==> config.mk <==
export PLATFORM = sky130hd
export DESIGN_NAME = regfile_wb_arbiter_flat
export DESIGN_NICKNAME = d
export VERILOG_FILES = /design/src/rtl/regfile_wb_arbiter_pkg.sv /design/src/rtl/regfile_wb_arbiter_if.sv /design/src/rtl/regfile_wb_arbiter_scoreboard.sv /design/src/rtl/regfile_wb_arbiter.sv /design/src/flat_wrapper.sv
export SDC_FILE = /design/constraint.sdc
export NUM_CORES = 1
export LEC_CHECK = 0
export BUFFER_PORTS_ARGS = -buffer_cell sky130_fd_sc_hd__buf_2
export CAP_MARGIN = 20
export CORE_UTILIZATION = 40
export CTS_CLUSTER_DIAMETER = 150
export DETAILED_ROUTE_END_ITERATION = 10
export PLACE_DENSITY_LB_ADDON = 0.2
export SLEW_MARGIN = 20
export SYNTH_ARGS = -nofsm -noshare
export SYNTH_HDL_FRONTEND = slang
export SYNTH_SLANG_ARGS = --single-unit
==> constraint.sdc <==
create_clock -name clk -period 3.9 [get_ports clk]
set_clock_uncertainty 0.2 [all_clocks]
set_input_delay 0.195 -clock clk [delete_from_list [all_inputs] [get_ports clk]]
set_output_delay 0.195 -clock clk [all_outputs]
set_load 0.005 [all_outputs]
==> src/rtl/regfile_wb_arbiter_pkg.sv <==
// Shared widths, types and requester indices for the writeback arbiter and its scoreboard.
package regfile_wb_arbiter_pkg;

    localparam int unsigned ADDR_W     = 5;
    localparam int unsigned DATA_W     = 32;
    localparam int unsigned NREG       = 32;
    localparam int unsigned WB_REQ_NUM = 2;

    typedef logic [ADDR_W-1:0] reg_addr_t;
    typedef logic [DATA_W-1:0] reg_data_t;

    typedef enum logic [$clog2(WB_REQ_NUM)-1:0] {
        WbReq0 = 1'b0,
        WbReq1 = 1'b1
    } wb_req_e;

endpackage

==> src/rtl/regfile_wb_arbiter_if.sv <==
// Writeback request, issue claim, regfile write and decode read signals of the arbiter.
interface regfile_wb_arbiter_if;
    import regfile_wb_arbiter_pkg::*;

    logic            req0_valid_i;
    reg_addr_t       req0_addr_i;
    reg_data_t       req0_data_i;
    logic            req0_ready_o;
    logic            req1_valid_i;
    reg_addr_t       req1_addr_i;
    reg_data_t       req1_data_i;
    logic            req1_ready_o;
    logic            claim_i;
    reg_addr_t       claim_addr_i;
    logic            we_o;
    reg_addr_t       waddr_o;
    reg_data_t       wdata_o;
    logic            re1_i;
    reg_addr_t       raddr1_i;
    logic            re2_i;
    reg_addr_t       raddr2_i;
    logic            stall_o;
    logic [NREG-1:0] busy_o;

    modport master (
        output req0_valid_i, req0_addr_i, req0_data_i,
        output req1_valid_i, req1_addr_i, req1_data_i,
        output claim_i, claim_addr_i,
        output re1_i, raddr1_i, re2_i, raddr2_i,
        input  req0_ready_o, req1_ready_o,
        input  we_o, waddr_o, wdata_o,
        input  stall_o, busy_o
    );

    modport slave (
        input  req0_valid_i, req0_addr_i, req0_data_i,
        input  req1_valid_i, req1_addr_i, req1_data_i,
        input  claim_i, claim_addr_i,
        input  re1_i, raddr1_i, re2_i, raddr2_i,
        output req0_ready_o, req1_ready_o,
        output we_o, waddr_o, wdata_o,
        output stall_o, busy_o
    );

endinterface

==> src/rtl/regfile_wb_arbiter_scoreboard.sv <==
// Pending-write scoreboard: one busy bit per register, set on claim, cleared on commit,
// and the decode RAW stall derived from it.
module regfile_wb_arbiter_scoreboard
    import regfile_wb_arbiter_pkg::*;
(
    input  logic            clk,
    input  logic            rst,
    input  logic            claim,
    input  reg_addr_t       claim_addr,
    input  logic            clr,
    input  reg_addr_t       clr_addr,
    input  logic            re1,
    input  reg_addr_t       raddr1,
    input  logic            re2,
    input  reg_addr_t       raddr2,
    output logic [NREG-1:0] busy,
    output logic            stall
);

    logic [NREG-1:0] busy_q, busy_d;
    logic            hit1, hit2;

    // Claim is applied after clear so a back-to-back writer keeps the register reserved.
    always_comb begin
        busy_d = busy_q;
        if (clr) begin
            busy_d[clr_addr] = 1'b0;
        end
        if (claim && (claim_addr != '0)) begin
            busy_d[claim_addr] = 1'b1;
        end
        busy_d[0] = 1'b0;
    end

    always_ff @(posedge clk) begin
        if (rst) begin
            busy_q <= '0;
        end else begin
            busy_q <= busy_d;
        end
    end

    // A read of the register being written this cycle is served by the regfile bypass.
    always_comb begin
        hit1  = re1 && busy_q[raddr1] && (raddr1 != '0) && !(clr && (clr_addr == raddr1));
        hit2  = re2 && busy_q[raddr2] && (raddr2 != '0) && !(clr && (clr_addr == raddr2));
        stall = !rst && (hit1 || hit2);
    end

    assign busy = busy_q;

endmodule

==> src/rtl/regfile_wb_arbiter.sv <==
// Round-robin arbiter sharing the regfile write port between the EX and MEM writeback
// paths, with a registered write port and the pending-write scoreboard beside it.
module regfile_wb_arbiter
    import regfile_wb_arbiter_pkg::*;
(
    input  logic                 clk,
    input  logic                 rst,
    regfile_wb_arbiter_if.slave  bus
);

    wb_req_e   last_grant;
    logic      grant0, grant1;
    reg_addr_t gnt_addr;
    reg_data_t gnt_data;
    logic      we_q;
    reg_addr_t waddr_q;
    reg_data_t wdata_q;

    always_comb begin
        grant0 = 1'b0;
        grant1 = 1'b0;
        if (!rst) begin
            if (bus.req0_valid_i && bus.req1_valid_i) begin
                grant0 = (last_grant == WbReq1);
                grant1 = (last_grant == WbReq0);
            end else begin
                grant0 = bus.req0_valid_i;
                grant1 = bus.req1_valid_i;
            end
        end
        gnt_addr = grant1 ? bus.req1_addr_i : bus.req0_addr_i;
        gnt_data = grant1 ? bus.req1_data_i : bus.req0_data_i;
    end

    // Writes to x0 are consumed but never reach the regfile.
    always_ff @(posedge clk) begin
        if (rst) begin
            we_q       <= 1'b0;
            waddr_q    <= '0;
            wdata_q    <= '0;
            last_grant <= WbReq1;
        end else if (grant0 || grant1) begin
            we_q       <= (gnt_addr != '0);
            waddr_q    <= gnt_addr;
            wdata_q    <= gnt_data;
            last_grant <= grant1 ? WbReq1 : WbReq0;
        end else begin
            we_q       <= 1'b0;
        end
    end

    assign bus.req0_ready_o = grant0;
    assign bus.req1_ready_o = grant1;
    assign bus.we_o         = we_q;
    assign bus.waddr_o      = waddr_q;
    assign bus.wdata_o      = wdata_q;

    regfile_wb_arbiter_scoreboard u_scoreboard (
        .clk        (clk),
        .rst        (rst),
        .claim      (bus.claim_i),
        .claim_addr (bus.claim_addr_i),
        .clr        (we_q),
        .clr_addr   (waddr_q),
        .re1        (bus.re1_i),
        .raddr1     (bus.raddr1_i),
        .re2        (bus.re2_i),
        .raddr2     (bus.raddr2_i),
        .busy       (bus.busy_o),
        .stall      (bus.stall_o)
    );

endmodule

==> src/flat_wrapper.sv <==
// flat-port wrapper written by rule: the top's interface ports become plain ports
module regfile_wb_arbiter_flat import regfile_wb_arbiter_pkg::*;
  (clk, rst, bus_req0_valid_i, bus_req0_addr_i, bus_req0_data_i, bus_req1_valid_i, bus_req1_addr_i, bus_req1_data_i, bus_claim_i, bus_claim_addr_i, bus_re1_i, bus_raddr1_i, bus_re2_i, bus_raddr2_i, bus_req0_ready_o, bus_req1_ready_o, bus_we_o, bus_waddr_o, bus_wdata_o, bus_stall_o, bus_busy_o);
  regfile_wb_arbiter_if bus_i ();
  input  logic clk;
  input  logic rst;
  input wire logic [$bits(bus_i.req0_valid_i)-1:0] bus_req0_valid_i;
  input wire logic [$bits(bus_i.req0_addr_i)-1:0] bus_req0_addr_i;
  input wire logic [$bits(bus_i.req0_data_i)-1:0] bus_req0_data_i;
  input wire logic [$bits(bus_i.req1_valid_i)-1:0] bus_req1_valid_i;
  input wire logic [$bits(bus_i.req1_addr_i)-1:0] bus_req1_addr_i;
  input wire logic [$bits(bus_i.req1_data_i)-1:0] bus_req1_data_i;
  input wire logic [$bits(bus_i.claim_i)-1:0] bus_claim_i;
  input wire logic [$bits(bus_i.claim_addr_i)-1:0] bus_claim_addr_i;
  input wire logic [$bits(bus_i.re1_i)-1:0] bus_re1_i;
  input wire logic [$bits(bus_i.raddr1_i)-1:0] bus_raddr1_i;
  input wire logic [$bits(bus_i.re2_i)-1:0] bus_re2_i;
  input wire logic [$bits(bus_i.raddr2_i)-1:0] bus_raddr2_i;
  output wire logic [$bits(bus_i.req0_ready_o)-1:0] bus_req0_ready_o;
  output wire logic [$bits(bus_i.req1_ready_o)-1:0] bus_req1_ready_o;
  output wire logic [$bits(bus_i.we_o)-1:0] bus_we_o;
  output wire logic [$bits(bus_i.waddr_o)-1:0] bus_waddr_o;
  output wire logic [$bits(bus_i.wdata_o)-1:0] bus_wdata_o;
  output wire logic [$bits(bus_i.stall_o)-1:0] bus_stall_o;
  output wire logic [$bits(bus_i.busy_o)-1:0] bus_busy_o;
  assign bus_i.req0_valid_i = bus_req0_valid_i;
  assign bus_i.req0_addr_i = bus_req0_addr_i;
  assign bus_i.req0_data_i = bus_req0_data_i;
  assign bus_i.req1_valid_i = bus_req1_valid_i;
  assign bus_i.req1_addr_i = bus_req1_addr_i;
  assign bus_i.req1_data_i = bus_req1_data_i;
  assign bus_i.claim_i = bus_claim_i;
  assign bus_i.claim_addr_i = bus_claim_addr_i;
  assign bus_i.re1_i = bus_re1_i;
  assign bus_i.raddr1_i = bus_raddr1_i;
  assign bus_i.re2_i = bus_re2_i;
  assign bus_i.raddr2_i = bus_raddr2_i;
  assign bus_req0_ready_o = bus_i.req0_ready_o;
  assign bus_req1_ready_o = bus_i.req1_ready_o;
  assign bus_we_o = bus_i.we_o;
  assign bus_waddr_o = bus_i.waddr_o;
  assign bus_wdata_o = bus_i.wdata_o;
  assign bus_stall_o = bus_i.stall_o;
  assign bus_busy_o = bus_i.busy_o;
  regfile_wb_arbiter u_core (.clk(clk), .rst(rst), .bus(bus_i));
endmodule
; ---- Yosys cells after proc, flatten, opt, wreduce, memory -nomap -nowiden
; Index checks and enable logic that the tools add are counted.
[totals]
regBits = 71
inputBits = 96
[classes]
magnitude_cmp = 6
n_eq_ne = 2
muxes = 17
bitwise_logic = 5
n_reduce_logical = 23
[ops]
columns = operator, n
row1 = 32-bit two-way mux, 3
row2 = 32-bit AND, 1
row3 = 32-bit inverter, 1
row4 = 32-bit bitwise OR, 1
row5 = 5-bit by 6-bit < comparator with 1-bit output (second input constant), 4
row6 = 5-bit nonzero test, 4
row7 = 1-bit logical AND, 13
row8 = 1-bit binary-select mux with 5-bit select, 2
row9 = 1-bit demux with 5-bit select, 2
row10 = 5-bit == test, 2
row11 = 5-bit by 1-bit greater-or-equal comparator with 1-bit output (second input constant), 2
row12 = 1-bit two-way mux, 9
row13 = 5-bit two-way mux, 1
row14 = 1-bit zero test, 3
row15 = 1-bit logical OR, 2
row16 = 1-bit inverter, 2
row17 = 2-bit OR reduction, 1

; ---- Logic depth before layout (Yosys ltp)
[logic_depth]
depth_word = 9
mapped_depth = 7
depth_no_buf = 6

; ---- Cells and area by module
; From an unflattened synthesis, not the netlist that was laid out.
[unflattened]
cells_unflattened = 406
hier_area_um2 = 3682.3
[modules_own_cells]
columns = module, instances, cells_per_inst, area_each_um2
row1 = regfile_wb_arbiter_scoreboard, 1, 225, 1966.9
row2 = regfile_wb_arbiter, 1, 181, 1715.4

; ---- Least setup slack after synthesis
; OpenSTA, ideal clock, no wires.
[synth_timing]
kind = input port to output port
from = input port bus_raddr2_i[3]
to = output port bus_stall_o
arrival_ns = 1.393
path_slack_ns = 2.112
cell_stages = 5
n_path_buf = 1
path_cell_list = buf_6 -> mux4_2 -> or3b_1 -> a32oi_1 -> o22ai_1
[synth_via]
elab_chain_cells = 7
word_cells_on_any_way = 11
[synth_rtl]
columns = item, line_no
row1 = from (decl), flat_wrapper.sv:18  ; input wire logic [$bits(bus_i.raddr2_i)-1:0] bus_raddr2_i;
row2 = 1-bit binary-select mux with 5-bit select, regfile_wb_arbiter_scoreboard.sv:46  ; hit2 = re2 && busy_q[raddr2] && (raddr2 != '0) && !(clr && (clr_addr == raddr2));
row3 = 1-bit two-way mux (not written as such), regfile_wb_arbiter_scoreboard.sv:46
row4 = 1-bit logical AND (2 in series), regfile_wb_arbiter_scoreboard.sv:46
row5 = 1-bit logical AND (*), regfile_wb_arbiter_scoreboard.sv:46
row6 = 1-bit logical OR (*), regfile_wb_arbiter_scoreboard.sv:47  ; stall = !rst && (hit1 || hit2);
row7 = 1-bit logical AND (*), regfile_wb_arbiter_scoreboard.sv:47
row8 = to (decl), flat_wrapper.sv:24  ; output wire logic [$bits(bus_i.stall_o)-1:0] bus_stall_o;
; Every way passes the cells marked *; elsewhere a longest branch is shown, timed or not. The select of a mux whose other input is x is not followed.

; ---- Worst setup path after layout
[layout_timing]
from = register u_core.last_grant
to = register u_core.we_q, in the netlist u_core.bus.we_o
[layout_via]
elab_chain_cells = 6
word_cells_on_any_way = 10
[layout_rtl]
columns = item, line_no
row1 = from (decl), regfile_wb_arbiter.sv:11  ; wb_req_e last_grant;
row2 = from (signal assigned), regfile_wb_arbiter.sv:41  ; last_grant <= WbReq1;
row3 = from (signal assigned), regfile_wb_arbiter.sv:46  ; last_grant <= grant1 ? WbReq1 : WbReq0;
row4 = "parallel branches: the longest is 6 deep, another holds 5-bit two-way mux", -
row5 = to (signal assigned), regfile_wb_arbiter.sv:43  ; we_q <= (gnt_addr != '0);
row6 = to (decl), regfile_wb_arbiter.sv:15  ; logic we_q;
; Several ways; the timed one is not identified.
; A chain may end at the register's enable or synchronous reset.

==> impl_summary.txt <==
----------------------------------------------------
[Power]
  Combinational fraction of design power ... about 18%
  Internal portion of total power ... 0.001274 W
  Lkg Pwr ... 2.252 nW
  Sum of internal, switching and leakage power ... around 0.0017 W
  Clk network pwr share ... 36.9%
  Switching power share of the total ... a little over a quarter
  Power per cell area ... approximately 330 nW/um2
  Sequential group share of total power ... ~45%
  Maximum ir drop on the vdd rail ... between 150 and 200 uV
  Net load switching power ... about 0.00047 W

[Route]
  Remaining antenna violation count after routing ... 0
  Vias per inst ... between 5 and 6
  Post-route DRC ... 0
  Number of vias in the routed layout ... a little over 4000
  Router iterations before antenna repair ... 4
  Total wirelength of the detailed-routed design ... 12210 um
  Number of DRC violations after detailed-routing iteration 0 ... around 270
  Detailed-route wire length per cell ... between 15 and 20 um

[Yosys]
  Most frequent cells after synthesis ... 72 x nand2_1, 70 x dfxtp_1, 64 x a21oi_1, 33 x a22oi_1, 33 x o21ai_0
  Largest family of logic cells by synthesized area ... compound AO/OA/AOI/OAI gates
  Synth area leaders ... dfxtp_1 40%, a21oi_1 9.1%, nand2_1 7.7%
  Area of the mapped netlist ... between 3000 and 4000 um2
  Netlist cell types ... 40
  Simple-gate share of the synthesized area ... 16.07%
  Leading register cell type out of synthesis ... dfxtp_1
  Avg Inst Size Synth ... about 8.7 um2
  Post-synthesis compound-gate area fraction ... about 23%
  Area share of the largest cell type after synthesis ... 39.82%
  Cell with the most instances after synthesis ... nand2_1
  Seq/Total Area, Yosys ... 39.82%
  Synthesized instance count ... between 400 and 500
  Yosys warning total ... 0
  Fraction of synthesized area in multiplexers ... 13.51%
  Cell accounting for the most synthesized area ... dfxtp_1
  Post-Synth Adder-Cell Area ... 0%
  EDFF count, synth ... 0
  FFs w/ async S/R, synth ... 0%
  Post-synthesis sequential element count ... 70
  Fraction of synthesized cell area in xor and xnor cells ... 2.488%
  Number of nets in the synthesized netlist ... ~500

[Global route]
  Tot GR Track Use ... around 26%
  Global Route met1 Usage ... between 30% and 40%
  Via count of the first global-routing pass ... roughly 3800
  Number of antenna violations at the first check in global routing ... 0
  Global Route met2 Usage ... 44.17%
  Peak-usage layer in the global routing report ... met2
  Maximum number of pins on one net before global-route repair ... 73
  Congestion Overflow GR ... 0
  Global Route met3 Usage ... roughly 4.4%
  Global-route wire length before repair ... 17880 um

[Setup path]
  Worst endpoint required time ... ~4000 ps
  Maximum net fanout on the critical path ... 35
  Sort of element at the start of the critical path ... flop
  Crit path capture type ... flop
  Crit path kind ... reg -> reg
  CP Data Arrival Time ... approximately 3000 ps

[CTS]
  Source-to-sink clock delay at the later pin of the worst-skew pair ... 350 ps
  TritonCTS clock tree ... built
  TritonCTS sink count ... 70
  Clock-pin slew on the worst setup and hold paths ... ~80 ps
  Longest Clk Path Bufs ... 2
  Number of buffers created by CTS ... 9
  Max H-tree Level ... 3
  Buffer type at the clock tree root ... clkbuf_8

[Final layout]
  Antenna Diode Count ... 0
  Area delta synth->final ... 50.09%
  Number of fill cells in the layout ... ~720
  Layout cell share with drive strength beyond 1 ... between 30% and 40%
  Net count of the finished layout ... 719
  Design area ... around 5300 um2

[STA]
  Post-layout min period ... around 2900 ps
  RSZ-0062 raised after global routing ... no
  Setup tns final ... 0 ps
  Tcrit/Tclk final ... between 70 and 80%
  Hold Violations, Final ... 0
  Slew Limit Headroom ... between 30% and 40%
  Number of endpoints failing setup at the final stage ... 0
  Fmax achieved ... 344.0 MHz
  Transition time of the tightest slew-check pin ... ~1000 ps
  Count of final max-slew check failures ... 0

[Floorplanning]
  Die width ... 95.81 um
  I/O pins ... 169
  Number of core rows ... 33
  Core region area ... 8382 um2
  Starting density of the core ... a little over two fifths
  Die Y-Extent ... roughly 96 um
  Die area ... around 9000 um2

[Placed design]
  Number of port buffers ... 167
  Placed inst area ... between 4000 and 5000 um2
  Final GP Congestion ... roughly 0.80
  Half-perimeter wire length of the detailed placement result ... between 7000 and 8000 um

[Outcome]
  Outcome ... finished, final reports clean

[Worst hold path]
  Hold WC Path Type ... in -> reg

[Job]
  Number of violations of the max-capacitance limit ... 0

----------------------------------------------------
==> stage by stage <==
step                hold WS [ps]  cells  utilization, %  worst slack [ps]
floorplan                  130.8    406               -              2112
global placement           238.5    645           51.86              1325
detailed placement         246.1    645           51.92              1562
CTS                        8.998    732           63.02              1004
global route               23.16    732           63.02             764.9
finish                     12.93    732           63.02             993.2
==> power by group through the flow <==
stage	logic (W)	registers [W]	clock network [W]
floorplan	0.000145	0.000785	0
global placement	0.000246	0.000795	0
detailed placement	0.000250	0.000796	0
CTS	0.000313	0.000779	0.000651
global route	0.000347	0.000785	0.000679
finish	0.000321	0.000780	0.000644
==> final cells by class <==
cell class	count	area, um2	area share [%]
clock buffers	9	123.9	2.345
clock inverters	6	86.33	1.634
inverters	3	11.26	0.2132
multi-input cells	298	1957	37.04
flip-flops and latches	70	1401	26.53
well taps	105	131.4	2.487
repair buffers	241	1572	29.75
==> path summary, 6_finish.rpt <==
kind                                             from                                   to  slack (ps)  cells after the start
setup / recovery       u_core.last_grant$_SDFFE_PP1N_           u_core.bus.we_o$_SDFF_PP0_         990                      7
hold / removal                       bus_req0_valid_i       u_core.last_grant$_SDFFE_PP1N_          10                      3
setup reg to reg       u_core.last_grant$_SDFFE_PP1N_           u_core.bus.we_o$_SDFF_PP0_         990                      7
hold reg to reg   u_core.bus.wdata_o[26]$_SDFFE_PP0N_  u_core.bus.wdata_o[26]$_SDFFE_PP0N_         250                      2
==> registers in the layout (all words and copies together) (netlist names) <==
signal                    count
u_core.last_grant             1
u_core.bus.waddr_o            5
u_core.bus.wdata_o           32
u_core.u_scoreboard.busy     31
u_core.bus.we_o               1
==> worst max-delay path, cell delays in order (launching register included) <==
cell	delay (ps)
dfxtp_1	330
nand2_1	60
nand3b_1	310
inv_2	610
o21ai_0	170
dlygate4sd3_1	590
nand2_1	60
dlygate4sd3_1	540
==> cell families after synthesis <==
group           after synthesis
simple gates                118
xor+xnor                     10
compound gates              140
other cells                   1
mux                          29
buf+inv                      38
flops                        70
==> layer usage <==
metal	up-vias	share of wire [%]
li1	1905	-
met1	1919	41
met2	182	50
met3	27	6.5
met4	0	2.5
met5	-	0
==> placed cells by master, fill, tap and decap left out, types with 3 or more instances in the layout <==
master         Yosys  layout
a211oi_1           5       5
a21oi_1           64      64
a22oi_1           33      33
and3b_1            3       3
buf_2             11     167
clkbuf_8           0       9
dfxtp_1           70      70
dlygate4sd3_1      0      72
mux2i_1           13      13
mux4_2            12      12
nand2_1           72      72
nand3_1            4       4
nand3b_1           8       8
nor2_1            11      10
nor3b_1            4       4
o21ai_0           33      33
or3b_2             3       3
xor2_1             8       8
==> what timing repair did <==
| item | in CTS | in global routing |
|---|---|---|
| endpoints found under the hold margin | 38 | 0 |
| resized for setup | 0 | 0 |
| hold buffers | 72 | 0 |
| buffers inserted | 0 | 0 |
No activity file was read; power rests on OpenSTA's default activity.
